<file path="config.mk">
export PLATFORM = sky130hd
export DESIGN_NAME = mem_port_arbiter
export DESIGN_NICKNAME = d
export VERILOG_FILES = /design/src/rtl/mem_port_arbiter.sv
export SDC_FILE = /design/constraint.sdc
export NUM_CORES = 1
export LEC_CHECK = 0
export BUFFER_PORTS_ARGS = -buffer_cell sky130_fd_sc_hd__buf_2
export CORE_UTILIZATION = 28
export DETAILED_ROUTE_END_ITERATION = 8
export PLACE_DENSITY = 0.51
export SYNTH_ARGS = -nofsm -noshare
export SYNTH_HDL_FRONTEND = slang
export SYNTH_SLANG_ARGS = --single-unit
</file>
<file path="constraint.sdc">
create_clock -name clk_i -period 5.29 [get_ports clk_i]
set_input_delay 1.058 -clock clk_i [delete_from_list [all_inputs] [get_ports clk_i]]
set_output_delay 1.058 -clock clk_i [all_outputs]
set_load 0.005 [all_outputs]
</file>
<file path="src/rtl/mem_port_arbiter.sv">
// Purpose: shares one 16-bit data-memory port between halfword instruction fetch and
//          32-bit execute/memory accesses; each 32-bit access becomes two halfword beats.
// Latency: fetch ack 2 cycles after the IDLE grant cycle, data ack 3 cycles after it.
// Backpressure: requesters hold req/addr/data until their ack; d_busy_o stalls decode
//          while a data request is outstanding; fetch waits at most STARVE_MAX data grants.
// Ports:
//   clk_i, rst_ni                        clock (rising edge), async active-low reset
//   if_req_i/if_addr_i -> if_ack_o/if_rdata_o            fetch requester
//   d_req_i/d_we_i/d_addr_i/d_wdata_i -> d_ack_o/d_rdata_o/d_busy_o   data requester
//   mem_addr_o/mem_re_o/mem_we_o/mem_wdata_o, mem_rdata_i (1-cycle read latency)
module mem_port_arbiter #(
  parameter int ADDR_W     = 32,
  parameter int STARVE_MAX = 2
) (
  input  logic              clk_i,
  input  logic              rst_ni,
  input  logic              if_req_i,
  input  logic [ADDR_W-1:0] if_addr_i,
  output logic              if_ack_o,
  output logic [15:0]       if_rdata_o,
  input  logic              d_req_i,
  input  logic              d_we_i,
  input  logic [ADDR_W-1:0] d_addr_i,
  input  logic [31:0]       d_wdata_i,
  output logic              d_ack_o,
  output logic [31:0]       d_rdata_o,
  output logic              d_busy_o,
  output logic [ADDR_W-1:0] mem_addr_o,
  output logic              mem_re_o,
  output logic              mem_we_o,
  output logic [15:0]       mem_wdata_o,
  input  logic [15:0]       mem_rdata_i
);

  typedef enum logic [2:0] {IDLE, F_RD, F_RSP, D_LO, D_HI, D_RSP} state_t;

  localparam logic [ADDR_W-1:0] HW_MASK    = ~ADDR_W'(1);
  localparam logic [ADDR_W-1:0] HW_STEP    = ADDR_W'(2);
  localparam logic [3:0]        STARVE_LIM = 4'(STARVE_MAX);

  state_t            state;
  logic [3:0]        starve_cnt;
  logic [ADDR_W-1:0] addr_q;
  logic              we_q;
  logic [31:0]       wdata_q;
  logic [15:0]       lo_q;
  logic [15:0]       if_rdata_q;
  logic [31:0]       d_rdata_q;
  logic              data_grant;

  // Data wins unless fetch has already waited through STARVE_MAX data grants.
  assign data_grant = d_req_i && !(if_req_i && (starve_cnt == STARVE_LIM));

  assign d_busy_o = d_req_i & ~d_ack_o;

  // Read data arrives from memory during the response cycle itself, so the ack cycle
  // forwards it straight through; the holding registers keep it until the next ack.
  assign if_rdata_o = (state == F_RSP) ? mem_rdata_i : if_rdata_q;
  assign d_rdata_o  = (state == D_RSP && !we_q) ? {mem_rdata_i, lo_q} : d_rdata_q;

  always_ff @(posedge clk_i or negedge rst_ni) begin
    if (!rst_ni) begin
      state       <= IDLE;
      starve_cnt  <= 4'd0;
      addr_q      <= '0;
      we_q        <= 1'b0;
      wdata_q     <= 32'd0;
      lo_q        <= 16'd0;
      if_rdata_q  <= 16'd0;
      d_rdata_q   <= 32'd0;
      if_ack_o    <= 1'b0;
      d_ack_o     <= 1'b0;
      mem_addr_o  <= '0;
      mem_re_o    <= 1'b0;
      mem_we_o    <= 1'b0;
      mem_wdata_o <= 16'd0;
    end else begin
      // Strobes and acks are single-cycle; address/wdata hold unless a new beat loads them.
      if_ack_o <= 1'b0;
      d_ack_o  <= 1'b0;
      mem_re_o <= 1'b0;
      mem_we_o <= 1'b0;
      unique case (state)
        IDLE: begin
          if (data_grant) begin
            state      <= D_LO;
            addr_q     <= d_addr_i & HW_MASK;
            we_q       <= d_we_i;
            wdata_q    <= d_wdata_i;
            mem_addr_o <= d_addr_i & HW_MASK;
            mem_re_o   <= ~d_we_i;
            mem_we_o   <= d_we_i;
            if (d_we_i) begin
              mem_wdata_o <= d_wdata_i[15:0];
            end
            if (if_req_i) begin
              starve_cnt <= (starve_cnt == 4'hF) ? starve_cnt : starve_cnt + 4'd1;
            end else begin
              starve_cnt <= 4'd0;
            end
          end else if (if_req_i) begin
            state      <= F_RD;
            starve_cnt <= 4'd0;
            mem_addr_o <= if_addr_i & HW_MASK;
            mem_re_o   <= 1'b1;
          end
        end
        F_RD: begin
          state    <= F_RSP;
          if_ack_o <= 1'b1;
        end
        F_RSP: begin
          if_rdata_q <= mem_rdata_i;
          state      <= IDLE;
        end
        D_LO: begin
          state      <= D_HI;
          mem_addr_o <= addr_q + HW_STEP;  // wraps modulo 2^ADDR_W
          mem_re_o   <= ~we_q;
          mem_we_o   <= we_q;
          if (we_q) begin
            mem_wdata_o <= wdata_q[31:16];
          end
        end
        D_HI: begin
          if (!we_q) begin
            lo_q <= mem_rdata_i;
          end
          state   <= D_RSP;
          d_ack_o <= 1'b1;
        end
        D_RSP: begin
          if (!we_q) begin
            d_rdata_q <= {mem_rdata_i, lo_q};
          end
          state <= IDLE;
        end
        default: state <= IDLE;
      endcase
    end
  end

endmodule

</file>
==> results of run 1 <==
## synthesized netlist by cell type, types with 2 or more instances
library cell  number  area share (%)
o221ai_1          12             1.4
buf_2             21             1.4
o211ai_1           3            0.29
o21ai_0           25             1.6
buf_4              8            0.77
o2bb2ai_1          6            0.68
o21ai_1            2            0.13
o22ai_1            5            0.40
nor4_4             3            0.82
and3_1            10            0.81
mux2_2           117              17
nor4_1             2            0.16
xnor2_1           25             2.8
nor3_1             8            0.52
ha_1               3            0.48
nand4_1            4            0.32
nor4_2             3            0.48
nor2_1             9            0.44
a21o_1             2            0.19
and2_1             2            0.16
mux2i_1           28             3.6
dfrtp_1          170              55
inv_1              8            0.39
xor2_1             6            0.68
buf_6              2            0.29
clkbuf_1           9            0.44
o31ai_1            2            0.19
a21oi_1           21             1.4
and4_1             5            0.56
nand2_1           75             3.6
nand3_1           14            0.90
## worst register-to-register path, cell delays in order, from the launching register on
cell and delay (ps):
dfrtp_1 400, inv_1 90, ha_1 150, nand4bb_1 180, and2_1 230, nand2_2 280, buf_4 580, mux2_2 430
## cell families after synthesis
kind of cell / after synthesis / synth area share [%]
DFF: 170 / 54.8
and+or+nand+nor: 149 / 10.6
xor gates and xnor gates: 31 / 3.50
AOI/OAI and AO/OA: 81 / 6.53
other: 1 / 0.0483
muxes: 146 / 20.7
buffers and inverters: 48 / 3.24
adders and majority gates: 3 / 0.484
## cell type report
type / count / share of cell area, %
Clock buffer: 17 / 4.34
Clock inverter: 15 / 2.16
Inverter: 8 / 0.306
Multi-Input combinational cell: 411 / 33.4
Sequential cell: 170 / 43.4
Tap cell: 372 / 4.75
Timing Repair Buffer: 221 / 11.7
## flip-flops by register name, indices dropped and copies added, names as in the netlist
signal and cells:
d_ack_o 1, if_rdata_q 16, mem_re_o 1, mem_wdata_o 16, mem_we_o 1, addr_q 31, state 3, mem_addr_o 31
starve_cnt 4, if_ack_o 1, lo_q 16, we_q 1, d_rdata_q 32, wdata_q 16
## metal layers
layer  part of all wire [%]  routed length [um]  track usage [%]  vias to the layer above
li1                       -                   -                -                     2645
met1                     47                9450             19.7                     2666
met2                     44                8980             23.1                      184
met3                    8.1                1640             4.98                       14
met4                   0.75                 151             3.44                        2
met5                  0.054                  11                0                        -
## worst max-delay path by stage
stage	from	to	slack, ps	cells after the start
5_1_grt	state[0]	d_rdata_o[7]	1820	4
2_1_floorplan	state[2]	if_rdata_o[10]	2700	4
4_1_cts	state[0]	d_rdata_o[12]	1930	4
3_3_place_gp	if_req_i	addr_q[25]	2240	6
6_report	state[0]	d_rdata_o[19]	1980	4
3_5_place_dp	if_req_i	addr_q[15]	2230	6
## power by group through the flow
stage	Clock (mW)	Combinational (mW)	Sequential (mW)
after floorplan	0	1.37	2.26
after global placement	0	2.08	2.32
after detailed placement	0	2.11	2.34
after CTS	1.37	2.12	2.32
after global routing	1.42	2.31	2.41
final	1.32	2.07	2.31
## per-stage QoR
| stage | hold slack (ps) | cells | total power, mW | setup slack [ps] |
|---|---|---|---|---|
| after global routing | 507 | 1214 | 6.14 | 1820 |
| final | 473 | 1214 | 5.70 | 1980 |
| after floorplan | 470 | 629 | 3.63 | 2700 |
| after global placement | 458 | 1182 | 4.41 | 2240 |
| after detailed placement | 465 | 1182 | 4.45 | 2230 |
| after CTS | 481 | 1214 | 5.80 | 1930 |
==> results.ini, run 1 <==
[run_status]
status = complete, no violations

[drt]
ant_nets = 0
wl_mm = 20.2
drc = 0
num_vias = 5511
drt_iter0_drc = 238
via_per_inst = 4.54
wire_per_inst_um = 16.7
drtPass1Iterations = 4

[synthesis]
yosys_register_bits = 170
ys_types = 50
syn_area_sq_um = 7760
synth_fp_nets = 749
synthArstFlopShare_pct = 100
seq_area_frac_synth_pct = 54.8
synth_edf_count = 0
avgSynthCellArea_sq_um = 12.3
synth_flop_cell = dfrtp_1
synthCells = 629
ys_warn_count = 0

[cts]
root_buffer = clkbuf_16
clk_latency_ps = 440
clk_pin_slew_ps = 80
cts_tree = yes
cts_buffers = 17
cts.sinks = 170
ctsHoldBuffers = 0
cts_resized = 0
htree_levels = 4
clockBufferDepth = 2
post_cts_buffers = 0

[placed_design]
place_area_sq_um = 9170
gp_congestion = 0.728
hpwlAfterDp_mm = 13.6
port_buffers = 214

[floorplan]
dieArea_sq_um = 28400
die_w_um = 168
initial_core_util_pct = 28.6
row_count = 60
io_pins = 218
core_sq_um = 27100
dieHeight_um = 168

[critical_path]
crit_family = buffers and inverters
rrSetupSlack_ps = 2820
worst-path-max-fanout = 32
start_kind = register
critPathRequiredTime_ps = 4230
critical_path_class = register to primary output
cpMaxStageDelayCell = dfrtp_1
worstPathCellList = nor4bb_4 -> buf_4 -> mux2_2 -> buf_2
cp-end-kind = primary output
worst_path_largest_cell_delay_ps = 510
worstPathArrival_ps = 2260
reg2reg_to = addr_q[27]
crit_buf_inv = 2
rr_startpoint = starve_cnt[0]
ff2ff_path_depth = 7

[pwr]
p_int_mw = 3.65
power_frac_seq_pct = 40.6
switchingPower_mw = 2.05
power_density_nw_per_um2 = 582
combPwrFrac_pct = 36.3
vdd_drop_max_uv = 224
clkPwrFrac_pct = 23.1
switching_share_pct = 36.0
leakagePower_nw = 4.52

[timing]
timing.final.crit_share_pct = 62.6
tightestPinTransition_ps = 1010
final_max_slew_viol_count = 0
hold_viol_final = 0
max_slew_margin_pct = 32.6
fmax_mhz = 302
final.min_clock_period_ps = 3310
rsz0062_at_grt = no
setup_viol = 0
tns_ps = 0
skew_ps = 13.5

[grt]
track_usage_pct = 14.8
grt_pass1_vias = 5707
grt_antenna_before_repair = 1
grt_max_degree = 113
grt_pass1_wl_mm = 32.2
grt-ovfl-total = 0

[layout]
final_util_pct = 36.2
multi_input_area_sq_um = 3280
nNetsFinal = 949
final_common_cell = buf_2
synthToLayoutAreaGrowth_pct = 26.3
postLayoutCellArea_sq_um = 9800
drive_above_1_share_pct = 46.0
antenna_cells = 0
mostFrequentLayoutCells = 213 x buf_2, 170 x dfrtp_1, 117 x mux2_2
fillCellCount = 2737
seq_area_sq_um = 4250

[min_path]
holdCritStartpoint = mem_wdata_o[14]
hold_path_class = register to register
whs_endpoint = mem_wdata_o[14]
hold_path_depth = 2

[run]
drv_cap = 0

No activity file was read; power rests on OpenSTA's default activity.
==> inputs of run 2 (changes only) <==
==> constraint.sdc (replaced) <==
create_clock -name clk_i -period 3.4 [get_ports clk_i]
set_input_delay 0.68 -clock clk_i [delete_from_list [all_inputs] [get_ports clk_i]]
set_output_delay 0.68 -clock clk_i [all_outputs]
set_load 0.005 [all_outputs]
==> run 2 against run 1 <==
Net effect:
- cell count increased by 0.58%
- global-route usage decreased by 0.20 points
- combinational power up 57%
- register-to-register slack lost 1900 ps
- die area did not move
- power grew 55%
- utilization is 0.17 points higher
- clock skew grew 5.8 ps
- sequential share of layout area is 0.20 points lower
- cell area grew 0.47%
- critical path type unchanged
==> results.ini, run 2 (synthesized netlist as in run 1, its figures left out) <==
[run_status]
status = complete, no violations

[layout]
final_common_cell = buf_2
regMostFlops = d_rdata_q
drive_above_1_share_pct = 46.4
antenna_cells = 0
synthToLayoutAreaGrowth_pct = 26.9
postLayoutCellArea_sq_um = 9850
largestRegisters = d_rdata_q (32), addr_q (31), mem_addr_o (31)
mostFrequentLayoutCells = 213 x buf_2, 170 x dfrtp_1, 117 x mux2_2
fillCellCount = 2720
largest_reg_flops = 32
nNetsFinal = 956

[timing]
setup_viol = 0
timing.final.ws_setup_ps = 462
final.min_clock_period_ps = 2940
tightestPinTransition_ps = 1020
fmax_mhz = 340
rsz0062_at_grt = no
fin_hold_ws_ps = 189
timing.final.crit_share_pct = 86.4
tns_ps = 0
hold_viol_final = 0
skew_ps = 19.3
max_slew_margin_pct = 31.9
final_max_slew_viol_count = 0

[critical_path]
ff2ff_path_depth = 5
critPathRequiredTime_ps = 2720
worstPathArrival_ps = 2260
critical_path_class = register to primary output
worst_path_largest_cell_delay_ps = 510
cpMaxStageDelayCell = dfrtp_1
cp-end-kind = primary output
rrSetupSlack_ps = 930
start_kind = register
rr_startpoint = state[2]
crit_family = buffers and inverters
worstPathCellList = nor4bb_4 -> buf_4 -> mux2_2 -> buf_2
worst-path-max-fanout = 32
crit_buf_inv = 2
reg2reg_to = mem_addr_o[30]

[placed_design]
place_area_sq_um = 9230
hpwlAfterDp_mm = 13.9
dp_slack_ps = 883
gp_congestion = 0.730
port_buffers = 214

[pwr]
p_int_mw = 5.69
clkPwrFrac_pct = 22.7
power_frac_seq_pct = 40.6
power_density_nw_per_um2 = 899
combPwrFrac_pct = 36.6
leakagePower_nw = 4.55
switchingPower_mw = 3.17
switching_share_pct = 35.8
vdd_drop_max_uv = 387

[cts]
root_buffer = clkbuf_16
htree_levels = 4
cts_tree = yes
cts.sinks = 170
post_cts_buffers = 0
cts_buffers = 17
ctsHoldBuffers = 0
clk_pin_slew_ps = 70
clockBufferDepth = 2
cts_resized = 0
clk_latency_ps = 430

[grt]
gr-usage-met3_pct = 4.51
grt_pass1_wl_mm = 31.9
grt_busiest_layer = met2
grtUsageMet1_pct = 18.9
grt-ovfl-total = 0
grt_util_met2_pct = 23.8
grt_pass1_vias = 5751
grt_max_degree = 65
track_usage_pct = 14.6
grt_antenna_before_repair = 0

[drt]
drt_iter0_drc = 236
drtPass1Iterations = 5
drc = 0
via_per_inst = 4.52
num_vias = 5520
ant_nets = 0
wl_mm = 20.2
wire_per_inst_um = 16.6

[floorplan]
core_sq_um = 27100
io_pins = 218
row_count = 60
initial_core_util_pct = 28.6
dieHeight_um = 168
dieArea_sq_um = 28400
die_w_um = 168

[run]
drv_cap = 0

[min_path]
hold_path_class = input port to async pin

-- run 2: worst max-delay path by stage --
stage / slack, ps / cells past startpoint / startpoint / to
after floorplan: 1180 / 4 / state[2] / if_rdata_o[10]
after global placement: 910 / 4 / state[0] / d_rdata_o[3]
after detailed placement: 880 / 4 / state[0] / d_rdata_o[7]
after CTS: 390 / 4 / state[0] / d_rdata_o[7]
after global routing: 300 / 4 / state[0] / d_rdata_o[11]
final: 460 / 4 / state[0] / d_rdata_o[7]
-- run 2: worst register-to-register path: cells and delay by family (launching register included) --
family,cells,cell delay [ps]
AND/OR/NAND/NOR,3,1660
flip-flops,1,500
AO/OA/AOI/OAI,2,180
-- run 2: stage by stage --
stage	utilization, %	power, mW	instances
after floorplan	-	5.64	629
after global placement	34.1	6.88	1189
after detailed placement	34.1	6.96	1189
after CTS	36.3	9.03	1221
after global routing	36.3	9.51	1221
final	36.3	8.86	1221
-- run 2: area by class of cell --
type / instances / area (sq um) / share of cell area [%]
Multi-Input combinational cell: 411 / 3280 / 33.3
Tap cell: 372 / 465 / 4.73
Inverter: 8 / 30.0 / 0.305
Clock buffer: 17 / 425 / 4.32
Clock inverter: 15 / 193 / 1.96
Timing Repair Buffer: 228 / 1210 / 12.3
Sequential cell: 170 / 4250 / 43.2
-- run 2: power by group through the flow --
stage | combinational (mW) | clock, mW | sequential, mW
finish | 3.25 | 2.01 | 3.60
global route | 3.61 | 2.16 | 3.74
CTS | 3.33 | 2.09 | 3.61
detailed placement | 3.31 | 0 | 3.65
global placement | 3.26 | 0 | 3.61
floorplan | 2.13 | 0 | 3.52
-- run 2: metal layers --
metal / up-vias / wire length [um] / share of wire [%]
li1: 2653 / - / -
met1: 2685 / 9400 / 46
met2: 176 / 9290 / 46
met3: 6 / 1410 / 6.9
met4: 0 / 123 / 0.61
met5: - / 0 / 0
==> inputs of run 3 (changes only) <==
--- a/config.mk
+++ b/config.mk
@@ -5,6 +5,7 @@
 export SDC_FILE = /design/constraint.sdc
 export NUM_CORES = 1
 export LEC_CHECK = 0
+export ABC_AREA = 1
 export BUFFER_PORTS_ARGS = -buffer_cell sky130_fd_sc_hd__buf_2
 export CORE_UTILIZATION = 28
 export DETAILED_ROUTE_END_ITERATION = 8
==> run 3 against run 2 <==
Net effect:
- cell count rose by 35%
- critical endpoint is now d_rdata_o[0]
- worst setup slack improved by 290 ps
- utilization is 0.96 points lower
- wire length up 19%
- cell area up 3.7%
- via count up 32%
- clock skew down 3.7 ps
- first-iteration DRC count up 110%
==> results.ini, run 3 <==
[pwr]
vdd_drop_max_uv = 342
leakagePower_nw = 5.15
power_mw = 8.92
power_density_nw_per_um2 = 873

[layout]
nNetsFinal = 1363
final_common_cell = nand2_1
synthToLayoutAreaGrowth_pct = 23.8
drive_above_1_share_pct = 23.7
mostFrequentLayoutCells = 294 x nand2_1, 213 x buf_2, 170 x dfrtp_1
instances_no_fill = 1644
largest_reg_flops = 32
largestRegisters = d_rdata_q (32), addr_q (31), mem_addr_o (31)
regMostFlops = d_rdata_q

[timing]
final_max_slew_viol_count = 0
final.min_clock_period_ps = 2640
timing.final.crit_share_pct = 77.8
fmax_mhz = 378
max_slew_margin_pct = 29.9
skew_ps = 15.6
rsz0062_at_grt = no
fin_hold_ws_ps = 243
setup_viol = 0
tightestPinTransition_ps = 1050
timing.final.ws_setup_ps = 756
hold_viol_final = 0
tns_ps = 0

[synthesis]
synth_flop_cell = dfrtp_1
avgSynthCellArea_sq_um = 7.90
synth_area_leaders = dfrtp_1 52%, nand2_1 13%, o21ai_0 8.5%, inv_1 5.2%, nor2_1 4.6%
yosysTopAreaCell = dfrtp_1
ys_warn_count = 0
seq_area_frac_synth_pct = 51.6
synthCells = 1045
synth_most_common_cell = nand2_1
syn_area_sq_um = 8250
synth_top_area_share_pct = 51.6
ys_types = 33
synth_edf_count = 0
synthArstFlopShare_pct = 100
yosys_register_bits = 170
synth_fp_nets = 1165
synth_common_cells = 294 x nand2_1, 170 x dfrtp_1, 140 x o21ai_0

[critical_path]
worstPathArrival_ps = 1960
worst-path-max-fanout = 48
start_kind = register
critical_path_class = register to primary output
crit_start = we_q
cp-end-kind = primary output
rr_startpoint = starve_cnt[0]
critPathRequiredTime_ps = 2720

[cts]
cts_resized = 0
cts_tree = yes
clockBufferDepth = 2
cts.sinks = 170
cts_buffers = 17
clk_latency_ps = 430
root_buffer = clkbuf_16
clk_pin_slew_ps = 70
post_cts_buffers = 0
htree_levels = 4
ctsHoldBuffers = 0

[floorplan]
die_w_um = 174
dieHeight_um = 174
core_sq_um = 28900
dieArea_sq_um = 30200
initial_core_util_pct = 28.6
io_pins = 218
row_count = 62

[drt]
via_per_inst = 4.43
drtPass1Iterations = 5
drc = 0
drt_iter0_drc = 496
num_vias = 7289
ant_nets = 0
wl_mm = 24.1
wire_per_inst_um = 14.6

[placed_design]
port_buffers = 214
gp_congestion = 0.861
hpwlAfterDp_mm = 16.6
placedCellCount = 1608
dp_slack_ps = 883

[run]
drv_cap = 0

[grt]
grt_pass1_vias = 7025
grt_antenna_before_repair = 5
track_usage_pct = 16.3
grt_max_degree = 69
grt_pass1_wl_mm = 38.7
grt-ovfl-total = 0

[run_status]
status = complete, no violations

[min_path]
hold_path_class = input port to async pin

-- run 3: changes by cell type in the layout (fill, tap and decap cells not counted), moves of 8 or more --
| cell | change |
|---|---|
| nand2_1 | +221 |
| mux2_2 | -101 |
| mux2i_1 | -28 |
| o21ai_0 | +115 |
| nand3_1 | +41 |
| xnor2_1 | -24 |
| o221ai_1 | -12 |
| and3_1 | -10 |
| inv_1 | +107 |
| o21ai_1 | +12 |
| a21oi_1 | +29 |
| nor2_1 | +93 |
| nor3_1 | -8 |
-- run 3: kinds of logic after synthesis --
logic type	after synthesis	synth area share [%]
simple gates	475	23.8
mux	16	2.18
xor+xnor	2	0.212
other cells	1	0.0455
buf+inv	168	8.75
flops	170	51.6
fa+ha+maj	3	0.455
compound gates	210	13.0
-- run 3: final timing paths --
path	end	slack (ps)	cells after the start
min in group clk_i	mem_re_o	460	1
min reg2reg	mem_re_o	460	1
max reg2reg	mem_wdata_o[3]	1090	8
min	wdata_q[23]	240	1
max	d_rdata_o[0]	760	5
max in group asynchronous	addr_q[26]	2280	2
-- run 3: layout make-up --
class,instances,area (sq um)
multi-input cells,707,3270
repair buffers,226,1180
diodes,4,10.0
inverters,121,457
clock buffers,17,425
flip-flops and latches,170,4250
fillers,3142,18600
clock inverters,15,130
well taps,384,480
-- run 3: metal layers --
metal / up-vias / part of all wire (%) / global-route usage, % / wire [um]
li1: 3711 / - / - / -
met1: 3360 / 49 / 22.8 / 11700
met2: 204 / 43 / 24.5 / 10300
met3: 12 / 7.7 / 4.89 / 1850
met4: 2 / 0.72 / 3.95 / 174
met5: - / 0.054 / 0 / 13
-- run 3: critical path, stage by stage (launching register included) --
cell and delay (ps):
dfrtp_1 340, inv_1 100, nand4_1 110, buf_4 440
mux2_2 410, buf_2 140
-- run 3: power breakdown --
group / total (mW) / internal (mW) / switching [mW] / leakage [nW]
registers: 3.54 / 3.01 / 0.524 / 2.07
logic: 3.47 / 1.33 / 2.14 / 2.81
clock network: 1.91 / 0.968 / 0.943 / 0.269
-- run 3: metrics by stage --
stage          cell area (sq um)  util, %
4_1_cts                    10200     35.3
2_1_floorplan               8250        -
3_3_place_gp                9650     33.4
6_report                   10200     35.4
5_1_grt                    10200     35.4
3_5_place_dp                9650     33.4
